**config.mk**
```make
export PLATFORM = sky130hd
export DESIGN_NAME = cla_carry_sum_pipe
export DESIGN_NICKNAME = d
export VERILOG_FILES = /design/src/rtl/cla_carry_sum_pipe.sv
export SDC_FILE = /design/constraint.sdc
export NUM_CORES = 1
export LEC_CHECK = 0
export CAP_MARGIN = 25
export CORE_UTILIZATION = 46
export CTS_CLUSTER_DIAMETER = 200
export DETAILED_ROUTE_END_ITERATION = 8
export HOLD_SLACK_MARGIN = 0.05
export PLACE_DENSITY = 0.8
export REMOVE_ABC_BUFFERS = 1
export SYNTH_ARGS = -nofsm -noshare
export SYNTH_HDL_FRONTEND = slang
export SYNTH_SLANG_ARGS = --single-unit
```
**constraint.sdc**
```tcl
create_clock -name clk -period 1.5 [get_ports clk]
set_input_delay 0.3 -clock clk [delete_from_list [all_inputs] [get_ports clk]]
set_output_delay 0.3 -clock clk [all_outputs]
set_load 0.02 [all_outputs]
```
**src/rtl/cla_carry_sum_pipe.sv**
```systemverilog
// Carry-lookahead sum stage: P/G/Cin captured in S1, sum/cout/ovf/group P-G registered in S2.
// Latency 2 cycles, 1 op/cycle; a stalled consumer backs up both stages, then drops in_ready.
module cla_carry_sum_pipe #(
  parameter int WIDTH = 5
) (
  input  logic             clk,
  input  logic             rst,
  input  logic             in_valid,
  output logic             in_ready,
  input  logic [WIDTH-1:0] p_vec,
  input  logic [WIDTH-1:0] g_vec,
  input  logic             cin,
  output logic             out_valid,
  input  logic             out_ready,
  output logic [WIDTH-1:0] sum,
  output logic             cout,
  output logic             ovf,
  output logic             grp_p,
  output logic             grp_g
);

  logic             s1_valid;
  logic [WIDTH-1:0] s1_p;
  logic [WIDTH-1:0] s1_g;
  logic             s1_cin;
  logic             adv2;
  logic [WIDTH:0]   c;
  logic             grp_g_nxt;

  // AND of p[hi:lo]; an empty span (lo > hi) is 1.
  function automatic logic span_and(input logic [WIDTH-1:0] p, input int lo, input int hi);
    logic r;
    r = 1'b1;
    for (int k = 0; k < WIDTH; k++) begin
      if (k >= lo && k <= hi) r = r & p[k];
    end
    return r;
  endfunction

  // Two-level sum-of-products per carry: c[i+1] = p[i:0]&cin | OR_j g[j]&p[i:j+1].
  function automatic logic [WIDTH:0] lookahead(input logic [WIDTH-1:0] p,
                                               input logic [WIDTH-1:0] g,
                                               input logic ci);
    logic [WIDTH:0] cv;
    cv    = '0;
    cv[0] = ci;
    for (int i = 0; i < WIDTH; i++) begin
      cv[i+1] = span_and(p, 0, i) & ci;
      for (int j = 0; j <= i; j++) begin
        cv[i+1] = cv[i+1] | (g[j] & span_and(p, j + 1, i));
      end
    end
    return cv;
  endfunction

  function automatic logic group_gen(input logic [WIDTH-1:0] p, input logic [WIDTH-1:0] g);
    logic r;
    r = 1'b0;
    for (int j = 0; j < WIDTH; j++) begin
      r = r | (g[j] & span_and(p, j + 1, WIDTH - 1));
    end
    return r;
  endfunction

  always_comb begin
    adv2      = ~out_valid | out_ready;
    in_ready  = ~s1_valid | adv2;
    c         = lookahead(s1_p, s1_g, s1_cin);
    grp_g_nxt = group_gen(s1_p, s1_g);
  end

  always_ff @(posedge clk or posedge rst) begin
    if (rst) begin
      s1_valid <= 1'b0;
      s1_p     <= '0;
      s1_g     <= '0;
      s1_cin   <= 1'b0;
    end else if (in_ready) begin
      s1_valid <= in_valid;
      if (in_valid) begin
        s1_p   <= p_vec;
        s1_g   <= g_vec;
        s1_cin <= cin;
      end
    end
  end

  always_ff @(posedge clk or posedge rst) begin
    if (rst) begin
      out_valid <= 1'b0;
      sum       <= '0;
      cout      <= 1'b0;
      ovf       <= 1'b0;
      grp_p     <= 1'b0;
      grp_g     <= 1'b0;
    end else if (adv2) begin
      out_valid <= s1_valid;
      if (s1_valid) begin
        sum   <= s1_p ^ c[WIDTH-1:0];
        cout  <= c[WIDTH];
        ovf   <= c[WIDTH] ^ c[WIDTH-1];
        grp_p <= &s1_p;
        grp_g <= grp_g_nxt;
      end
    end
  end

endmodule

```
==> results_dict.tcl <==
set metrics [dict create \
    run_status "complete, no violations" \
    first_pass_iters 4 \
    dpl.hpwl_um 1290 \
    cts_inserted_buffers 3 \
    cp_slowest_cell "clkdlybuf4s50_1" \
    initial_core_util_pct 49.0 \
    synthCells 79 \
    regToRegEndpoint "sum[3]$_DFFE_PP0P_" \
    placed_area_um2 1290 \
    io_pins 26 \
    cts_tree "yes" \
    drt_iter0_markers 10 \
    use_met3_pct 4.53 \
    worstRegToRegCells 4 \
    drv_slew 0 \
    yosysWarnings 0 \
    final_cell_area_um2 1290 \
    crit_path_max_incr_delay_ns 0.42 \
    wl_per_cell_um 12.6 \
    worst_pin_slew_ns 0.269 \
    diodes 0 \
    clk_latency_ns 0.30 \
    grt.met2_usage_pct 30.0 \
    antenna_found_initial 0 \
    finalHoldViolCount 0 \
    nets 128 \
    cts_root_buffer "clkbuf_4" \
    ir_worst_vdd_mv 0.667 \
    avgSynthCellArea_um2 12.2 \
    finalSetupViolations 0 \
    cts.path.max_buffers 2 \
    grt_max_degree 23 \
    gr-usage-met1_pct 20.6 \
    min_period_ns 1.44 \
    layout-drive-gt1-share_pct 21.8 \
    synthDominantCellAreaShare_pct 57.3 \
    grt_pass1_wl_um 2620 \
    area_growth_pct 34.4 \
    synthArstFlopShare_pct 100 \
    synth_edf_count 0 \
    fmax_mhz 696 \
    crit_fanout 11 \
    power_density_nw_per_um2 1210 \
    gp_congestion 0.723 \
    grt_pass1_vias 602 \
    path_buf_inv 3 \
    arrival_ns 1.63 \
    mappedNetlistArea_um2 961 \
    die_area_um2 2280 \
    synth_top_area_cell "dfrtp_1" \
    synth_area_leaders "dfrtp_1 (57%), mux2_2 (15%), o21ai_0 (3.6%), nand2_1 (3.5%), a21oi_1 (2.6%)" \
    leakage_uw 0.000580 \
    cts.sinks 22 \
    endpoint_kind "flip-flop" \
    grt.total_usage_pct 17.6 \
    die_x_um 47.7 \
    overflow 0 \
    coreArea_um2 1960 \
    reg2reg_from "s1_p[0]$_DFFE_PP0P_" \
    critPathTopFamily "buffers and inverters" \
    via_per_inst 5.19 \
    cp.required_ns 1.69 \
    clk_pin_slew_ns 0.11 \
    drc 0 \
    postRouteAntennaNets 0 \
    path_class "in2reg" \
    hold_class "in2async" \
    wl_um 1730 \
    rrSetupSlack_ns 0.10 \
    clock-skew-final_ns 0.00564 \
    grt-busiest-layer "met2" \
    rsz0062_at_grt "no" \
    cp-start-kind "primary input" \
    whs_ns 0.328 \
    post-cts-setup-buffer-count 0 \
    via_count 711 \
    rows 16 \
    port_buffers 25 \
    synth.distinct_cells 21 \
    synth_flop_cell "dfrtp_1" \
    slew_headroom_pct 81.9 \
    seq_area_frac_synth_pct 57.3 \
    die_h_um 47.7 \
    ys_ff_latch 22 \
    path_cells "clkdlybuf4s50_1, nand3b_1, buf_4, nand2_1, buf_12, mux2_2" \
    max_cap_violations 0 \
    htreeDepth 1 \
    period_share_pct 95.7 \
]
final cells by class:
cell class | instances | area (um2)
tap | 27 | 33.8
timing repair buffer | 30 | 283
inverter | 2 | 7.51
clock buffer | 3 | 22.5
multi-input combinational | 53 | 394
sequential | 22 | 551
fill | 173 | 671
layout by cell type (no fill, tap or decap), types with 4 or more instances in the layout:
master / Yosys / layout
dfrtp_1: 22 / 22
clkdlybuf4s50_1: 0 / 14
mux2_2: 13 / 13
dlygate4sd2_1: 0 / 10
nand2_1: 9 / 9
o21ai_0: 7 / 7
a21oi_1: 5 / 5
buf_4: 0 / 4
metal layers:
metal,vias to the layer above,part of all wire [%]
li1,343,-
met1,338,44
met2,23,49
met3,7,4.4
met4,0,2.6
met5,-,0
synth_stat cells, types with 2 or more instances:
| cell type | instances |
|---|---|
| a21oi_1 | 5 |
| dfrtp_1 | 22 |
| inv_1 | 2 |
| mux2_2 | 13 |
| nand2_1 | 9 |
| nand2b_1 | 3 |
| nor2_1 | 3 |
| o21ai_0 | 7 |
| xnor2_1 | 2 |
| xor2_1 | 2 |
state kept, by name, summed over array words and instances, names as in the netlist:
signal and cells:
s1_g 5, s1_p 5, sum 5, cout 1, grp_g 1, grp_p 1
out_valid 1, ovf 1, s1_cin 1, s1_valid 1
worst register-to-register path: cells and delay by family, from the launching register on:
kind	cells	cell delay [ns]
AO/OA/AOI/OAI	2	0.51
flip-flops	1	0.44
XOR/XNOR	1	0.10
multiplexers	1	0.26
through the flow:
step                      setup slack, ns  util, %  std cells  total power (uW)  TNS [ns]
after global routing               0.0170     65.8        137              1670         0
after global placement             -0.278     65.6        134              1360     -2.94
after detailed placement           -0.308     65.6        134              1390     -3.38
final                              0.0640     65.8        137              1560         0
after CTS                          0.0234     66.1        137              1590         0
after floorplan                   -0.0682        -         77              1110    -0.750
cells by family after synthesis:
family	Yosys count	synth area share, %
multiplexers	14	16.3
flip-flops	22	57.3
adder cells (fa/ha/maj)	1	1.30
AND/OR/NAND/NOR	18	8.72
buffers and inverters	4	1.69
AO/OA/AOI/OAI	16	11.1
XOR/XNOR	4	3.65
repair_timing:
action | 4_1_cts | 5_1_grt
cloned | 0 | 0
endpoints found under the setup margin | 11 | 1
resized for setup | 13 | 1
hold buffers | 0 | 0
report_power, final:
part	switching [uW]	total (uW)	internal [uW]
Sequential	92.0	804	712
Combinational	253	505	251
Clock	162	255	93.5
worst max path at each step:
stage                          startpoint                   to  slack (ns)  cells past startpoint
floorplan           out_valid$_DFFE_PP0P_   s1_cin$_DFFE_PP0P_       -0.07                      3
global placement                out_ready             in_ready       -0.28                      3
detailed placement              out_ready             in_ready       -0.31                      3
CTS                             out_ready             in_ready        0.02                      3
global route                    out_ready  s1_p[0]$_DFFE_PP0P_        0.02                      6
finish                          out_ready  s1_p[0]$_DFFE_PP0P_        0.06                      6
Power figures use the tool's default switching activity.
